## src/rtl/fp_posit_pkg.sv

```systemverilog
// Shared FP16 format constants and the converter FSM state encoding.
package fp_posit_pkg;

    localparam int FP16_EXP_W = 5;
    localparam int FP16_MAN_W = 10;
    localparam int FP16_BIAS  = 15;
    localparam int FP16_EMAX  = (1 << FP16_EXP_W) - 1;

    localparam logic [15:0] FP16_INF = 16'h7C00;

    typedef enum logic [2:0] {
        ST_IDLE  = 3'd0,
        ST_ABS   = 3'd1,
        ST_NORM  = 3'd2,
        ST_ROUND = 3'd3,
        ST_OUT   = 3'd4
    } state_t;

endpackage

```

## src/rtl/acc_to_fp16_if.sv

```systemverilog
// Handshake bundle between the MAC (producer), the converter and its consumer.
interface acc_to_fp16_if #(
    parameter int ACC_WIDTH = 32
);
    logic                 in_valid;
    logic                 in_ready;
    logic [ACC_WIDTH-1:0] acc_in;
    logic [4:0]           exp_in;
    logic                 out_valid;
    logic                 out_ready;
    logic [15:0]          fp_out;
    logic                 ovf;
    logic                 unf;

    modport master (
        output in_valid, acc_in, exp_in, out_ready,
        input  in_ready, out_valid, fp_out, ovf, unf
    );

    modport slave (
        input  in_valid, acc_in, exp_in, out_ready,
        output in_ready, out_valid, fp_out, ovf, unf
    );
endinterface

```

## src/rtl/fp16_round_pack.sv

```systemverilog
// Combinational round-to-nearest-even and packing of a normalised magnitude into binary16,
// including flush-to-zero and saturation to infinity.
module fp16_round_pack
    import fp_posit_pkg::*;
#(
    parameter int ACC_WIDTH = 32
) (
    input  logic                 sign,
    input  logic signed [7:0]    e_pre,
    input  logic [ACC_WIDTH-1:0] mag,
    output logic [15:0]          fp_out,
    output logic                 ovf,
    output logic                 unf
);

    logic [FP16_MAN_W-1:0] mant;
    logic                  guard;
    logic                  sticky;
    logic                  round_up;
    logic [FP16_MAN_W:0]   mant_r;
    logic signed [8:0]     e_post;

    always_comb begin
        mant     = mag[ACC_WIDTH-2 -: FP16_MAN_W];
        guard    = mag[ACC_WIDTH-2-FP16_MAN_W];
        sticky   = |mag[ACC_WIDTH-3-FP16_MAN_W:0];
        round_up = guard & (sticky | mant[0]);
        // A carry out of the mantissa leaves mant_r[9:0] at zero and bumps the exponent.
        mant_r   = {1'b0, mant} + {{FP16_MAN_W{1'b0}}, round_up};
        e_post   = {e_pre[7], e_pre} + {8'b0, mant_r[FP16_MAN_W]};

        fp_out = '0;
        ovf    = 1'b0;
        unf    = 1'b0;
        if (mag == '0) begin
            fp_out = '0;
        end else if (e_pre <= 8'sd0) begin
            fp_out = {sign, 15'b0};
            unf    = 1'b1;
        end else if (e_post >= 9'(FP16_EMAX)) begin
            fp_out = {sign, FP16_INF[14:0]};
            ovf    = 1'b1;
        end else begin
            fp_out = {sign, e_post[FP16_EXP_W-1:0], mant_r[FP16_MAN_W-1:0]};
        end
    end

endmodule

```

## src/rtl/acc_to_fp16.sv

```systemverilog
// Converts a two's-complement MAC accumulator with block exponent into IEEE binary16
// using a bit-serial normaliser (one shift per cycle) and a combinational round/pack stage.
module acc_to_fp16
    import fp_posit_pkg::*;
#(
    parameter int ACC_WIDTH  = 32,
    parameter int LSB_OFFSET = 10
) (
    input  logic          clk,
    input  logic          rst,
    acc_to_fp16_if.slave  bus
);

    localparam int SW = $clog2(ACC_WIDTH);

    state_t state_q, state_d;

    logic [ACC_WIDTH-1:0] acc_q, acc_d;
    logic [ACC_WIDTH-1:0] mag_q, mag_d;
    logic [4:0]           exp_q, exp_d;
    logic                 sign_q, sign_d;
    logic [SW-1:0]        s_q, s_d;
    logic [15:0]          fp_q, fp_d;
    logic                 ovf_q, ovf_d;
    logic                 unf_q, unf_d;

    logic                 in_ready;
    logic                 out_valid;
    logic                 accept;
    logic signed [7:0]    e_pre;
    logic [15:0]          rp_fp;
    logic                 rp_ovf;
    logic                 rp_unf;

    always_ff @(posedge clk) begin
        if (rst) state_q <= ST_IDLE;
        else     state_q <= state_d;
    end

    always_comb begin
        state_d = state_q;
        unique case (state_q)
            ST_IDLE:  if (accept) state_d = ST_ABS;
            ST_ABS:   state_d = (acc_q == '0) ? ST_ROUND : ST_NORM;
            ST_NORM:  if (mag_q[ACC_WIDTH-1]) state_d = ST_ROUND;
            ST_ROUND: state_d = ST_OUT;
            ST_OUT:   if (bus.out_ready) state_d = ST_IDLE;
            default:  state_d = ST_IDLE;
        endcase
    end

    always_comb begin
        in_ready  = (state_q == ST_IDLE);
        out_valid = (state_q == ST_OUT);
    end

    assign accept = bus.in_valid & in_ready;

    // Leading-one position is W-1-s once the magnitude is normalised.
    assign e_pre = 8'((ACC_WIDTH - 1 - int'(s_q)) + int'(exp_q) - LSB_OFFSET);

    fp16_round_pack #(
        .ACC_WIDTH (ACC_WIDTH)
    ) u_round_pack (
        .sign   (sign_q),
        .e_pre  (e_pre),
        .mag    (mag_q),
        .fp_out (rp_fp),
        .ovf    (rp_ovf),
        .unf    (rp_unf)
    );

    always_comb begin
        acc_d  = acc_q;
        exp_d  = exp_q;
        sign_d = sign_q;
        mag_d  = mag_q;
        s_d    = s_q;
        fp_d   = fp_q;
        ovf_d  = ovf_q;
        unf_d  = unf_q;
        unique case (state_q)
            ST_IDLE: begin
                if (accept) begin
                    acc_d = bus.acc_in;
                    exp_d = bus.exp_in;
                    s_d   = '0;
                end
            end
            ST_ABS: begin
                // Negating -2^(W-1) wraps back to 2^(W-1), which is the correct unsigned magnitude.
                sign_d = acc_q[ACC_WIDTH-1];
                mag_d  = acc_q[ACC_WIDTH-1] ? (~acc_q + ACC_WIDTH'(1)) : acc_q;
            end
            ST_NORM: begin
                if (!mag_q[ACC_WIDTH-1]) begin
                    mag_d = mag_q << 1;
                    s_d   = s_q + SW'(1);
                end
            end
            ST_ROUND: begin
                fp_d  = rp_fp;
                ovf_d = rp_ovf;
                unf_d = rp_unf;
            end
            default: ;
        endcase
    end

    always_ff @(posedge clk) begin
        acc_q  <= acc_d;
        exp_q  <= exp_d;
        sign_q <= sign_d;
        mag_q  <= mag_d;
    end

    always_ff @(posedge clk) begin
        if (rst) begin
            s_q   <= '0;
            fp_q  <= '0;
            ovf_q <= 1'b0;
            unf_q <= 1'b0;
        end else begin
            s_q   <= s_d;
            fp_q  <= fp_d;
            ovf_q <= ovf_d;
            unf_q <= unf_d;
        end
    end

    assign bus.in_ready  = in_ready;
    assign bus.out_valid = out_valid;
    assign bus.fp_out    = fp_q;
    assign bus.ovf       = ovf_q;
    assign bus.unf       = unf_q;

endmodule

```

## src/flat_wrapper.sv

```systemverilog
// flat-port wrapper written by rule: the top's interface ports become plain ports
module acc_to_fp16_flat import fp_posit_pkg::*;
#(
    parameter int ACC_WIDTH  = 32,
    parameter int LSB_OFFSET = 10
)
  (clk, rst, bus_in_valid, bus_acc_in, bus_exp_in, bus_out_ready, bus_in_ready, bus_out_valid, bus_fp_out, bus_ovf, bus_unf);
  acc_to_fp16_if #(.ACC_WIDTH(ACC_WIDTH)) bus_i ();
  input  logic clk;
  input  logic rst;
  input wire logic [$bits(bus_i.in_valid)-1:0] bus_in_valid;
  input wire logic [$bits(bus_i.acc_in)-1:0] bus_acc_in;
  input wire logic [$bits(bus_i.exp_in)-1:0] bus_exp_in;
  input wire logic [$bits(bus_i.out_ready)-1:0] bus_out_ready;
  output wire logic [$bits(bus_i.in_ready)-1:0] bus_in_ready;
  output wire logic [$bits(bus_i.out_valid)-1:0] bus_out_valid;
  output wire logic [$bits(bus_i.fp_out)-1:0] bus_fp_out;
  output wire logic [$bits(bus_i.ovf)-1:0] bus_ovf;
  output wire logic [$bits(bus_i.unf)-1:0] bus_unf;
  assign bus_i.in_valid = bus_in_valid;
  assign bus_i.acc_in = bus_acc_in;
  assign bus_i.exp_in = bus_exp_in;
  assign bus_i.out_ready = bus_out_ready;
  assign bus_in_ready = bus_i.in_ready;
  assign bus_out_valid = bus_i.out_valid;
  assign bus_fp_out = bus_i.fp_out;
  assign bus_ovf = bus_i.ovf;
  assign bus_unf = bus_i.unf;
  acc_to_fp16 #(.ACC_WIDTH(ACC_WIDTH), .LSB_OFFSET(LSB_OFFSET)) u_core (.clk(clk), .rst(rst), .bus(bus_i));
endmodule
```

## config.mk

```make
export PLATFORM = sky130hd
export DESIGN_NAME = acc_to_fp16_flat
export DESIGN_NICKNAME = d
export VERILOG_FILES = /design/src/rtl/fp_posit_pkg.sv /design/src/rtl/acc_to_fp16_if.sv /design/src/rtl/fp16_round_pack.sv /design/src/rtl/acc_to_fp16.sv /design/src/flat_wrapper.sv
export SDC_FILE = /design/constraint.sdc
export NUM_CORES = 1
export LEC_CHECK = 0
export ABC_AREA = 1
export CAP_MARGIN = 20
export CORE_MARGIN = 2
export CORE_UTILIZATION = 55
export DETAILED_ROUTE_END_ITERATION = 8
export GPL_TIMING_DRIVEN = 0
export PLACE_DENSITY = 0.79
export RECOVER_POWER = 100
export SLEW_MARGIN = 30
export SYNTH_ARGS = -nofsm -noshare
export SYNTH_HDL_FRONTEND = slang
export SYNTH_SLANG_ARGS = --single-unit
```

## constraint.sdc

```tcl
create_clock -name clk -period 2.9 [get_ports clk]
set_input_delay 0.87 -clock clk [delete_from_list [all_inputs] [get_ports clk]]
set_output_delay 0.87 -clock clk [all_outputs]
set_load 0.01 [all_outputs]
```

==> run summary <==
status: finished, final reports clean
Area growth syn-to-layout: 20.89%
Final Max Slew Viols: 0
critical path class: reg2reg
Core ar.: 0.009240 mm^2
CP Launch Type: flip-flop
Rows: 35
ratio of cells with drive above 1 in the final layout: 8.696%
Power per Cell Area: 849.8 mW/mm^2
die area: 0.01029 mm^2
sequential element share of the synthesized area: 50.20%
CP Capture Type: flip-flop
fin cells: 819
EDFF count, synth: 70
CTS buffer count: 9
Synth top area share: 40.24%
clk root buf: clkbuf_8
Worst-Margin Slew: 1.334 ns
DR WL/cell: 14.89 um
dpl hpwl: 9280 um
clock skew: 0.01508 ns
CTS tree: built
post-route clock period utilization: 94.94%
crit path max fanout: 6
Fin. Hold Viols: 0
Via density: 5.525
final setup vio count: 0
gr ovfl total: 0
diode count: 0
first-pass GRT wire length: 19840 um
largest net degree at the start of global routing: 39
H-tree depth: 3
Iter 0 DRT Violations: 413
pre-CTS setup slack: -0.03242 ns
critical path required time: 3.19 ns
Netlist cell types: 43
Synth Register Bits: 96
Total Wirelength: 12200 um
later-pin clock latency in the skew report: 0.36 ns
Initial Utilization: 56.53%
Initial DRT Pass Iterations: 5
main area contributors after synthesis: edfxtp_1 40%, dfxtp_1 10%, nand2_1 8.7%
Synth Instances: 612
Post-Place Cell Area: 0.005988 mm^2
Lkg Pwr: 2.539 nW
Antenna Nets Post-Route: 0
fin crit period: 2.753 ns
maximum clock path buffer count: 2
synthesized area per cell: 8.536 um^2
Mapped Nets: 668
PortBufs: 60
Die H: 101.5 um
clock transition at the registers of the reported paths: 0.10 ns
worst hold path class: reg2reg
number of global-route vias before repair: 4100
synthesis warning total: 0
fin nets: 741
WP data arrival: 3.04 ns
final worst slack: 0.1467 ns
hold_ws: 0.4662 ns
count leader, synth: nand2_1
Max VDD drop: 0.0004291 V
Mapped Area: 0.005224 mm^2
initial antenna violation count: 0
drt drc: 0
Final Util: 68.34%
Setup Total Neg Slack: 0 ns
Post-synth top cells: 121 x nand2_1, 82 x inv_1, 70 x edfxtp_1
GP Congestion: 0.9120
max cap viols: 0
Post-Layout Inst Area: 0.006315 mm^2
overall power: 5.366 mW
Async SR Flop Fraction: 0%
Fillers: 765
die width: 101.5 um
area leader, netlist: edfxtp_1
detailed-route via count: 4525
Boundary Pins: 61
Max-Slew Margin vs Limit: 10.98%
dominant synthesized flop cell: edfxtp_1
Placed Cells: 801
GRT Util Overall: 24.76%
Peak Freq: 363.2 MHz
TritonCTS Sinks: 96
[routing by layer]
| metal | share of wire, % | wire (um) | global-route usage [%] |
|---|---|---|---|
| met1 | 47 | 5706 | 36.19 |
| met2 | 46 | 5565 | 38.21 |
| met3 | 6.5 | 795 | 4.417 |
| met5 | 0 | 0 | 0 |
| met4 | 1.0 | 128 | 6.861 |
[cells by family (layout without fill, tap and decap cells)]
logic type	after synthesis	in the layout	synth area share, %
buffers and inverters	101	178	7.329
adders and majority gates	15	15	3.737
xor gates and xnor gates	16	16	2.826
and+or+nand+nor	286	287	25.22
DFF	96	96	50.20
AOI/OAI and AO/OA	98	98	10.68
[critical path: stages, from the launching register on]
cell and delay, ns:
edfxtp_1 0.39, nand2_2 0.08, inv_2 0.07, ha_4 0.13, nand2_2 0.05, nor2_1 0.13
nand2_2 0.09, nor2_2 0.13, nand2_2 0.09, nor3_4 0.19, ha_2 0.24, ha_4 0.15
nand2_2 0.07, nor2_4 0.12, nand2_1 0.10, o21ai_4 0.28, nand3_2 0.20, a21oi_1 0.18
[worst paths after layout]
path | slack [ns] | end | cells after the start | from
worst max-delay path | 0.15 | u_core.bus.fp_out[10]$_SDFFE_PP0P_ | 17 | u_core.mag_q[20]$_DFFE_PP_
worst min-delay path | 0.47 | u_core.bus.fp_out[5]$_SDFFE_PP0P_ | 2 | u_core.bus.fp_out[5]$_SDFFE_PP0P_
worst max register to register | 0.15 | u_core.bus.fp_out[10]$_SDFFE_PP0P_ | 17 | u_core.mag_q[20]$_DFFE_PP_
worst min register to register | 0.47 | u_core.bus.fp_out[5]$_SDFFE_PP0P_ | 2 | u_core.bus.fp_out[5]$_SDFFE_PP0P_
[cell type report]
class / instances / area (um^2) / area share (%)
repair buffers: 61 / 608.1 / 9.629
inverters: 85 / 321.6 / 5.092
plain buffers: 16 / 61.31 / 0.9709
clock buffers: 11 / 173.9 / 2.754
multi-input cells: 416 / 2317 / 36.70
flip-flops and latches: 96 / 2623 / 41.53
clock inverters: 5 / 48.80 / 0.7727
well taps: 129 / 161.4 / 2.556
[timing repair]
action / CTS / global route
setup buffers: 0 / 1
pin swaps: 0 / 10
cloned: 0 / 1
setup endpoints to repair: 10 / 16
resized for setup: 1 / 25
hold buffers: 0 / 0
endpoints found under the hold margin: 0 / 0
[report_power, final]
part,switching [mW],internal [mW]
combinational,1.39,0.679
sequential,0.275,2.10
clock,0.464,0.463
[layout by cell type (no fill, tap or decap), types with 3 or more instances in the layout]
master         count
xor2_1             9
nand3b_1           3
edfxtp_1          70
nor2_2            10
clkbuf_1          13
dfxtp_1           26
nand2_2           10
xnor2_1            5
nand3_1           40
o21bai_1           3
nand2_1          113
a21oi_1           39
o22ai_1           17
dlygate4sd3_1     59
nor3_1            18
ha_1              11
o21ai_0           25
clkbuf_8           9
inv_1             82
nand4_1           12
a22oi_1            5
nor2_1            63
nor3b_1            3
o32ai_1            4
nand2_4            4
[state kept, by name, indices dropped and copies added (netlist names)]
name and count:
u_core.acc_q 32, u_core.bus.fp_out 16, u_core.bus.ovf 1, u_core.bus.unf 1, u_core.exp_q 5, u_core.mag_q 32
u_core.s_q 5, u_core.sign_q 1, u_core.state_q 3
No activity file was read; power rests on OpenSTA's default activity.
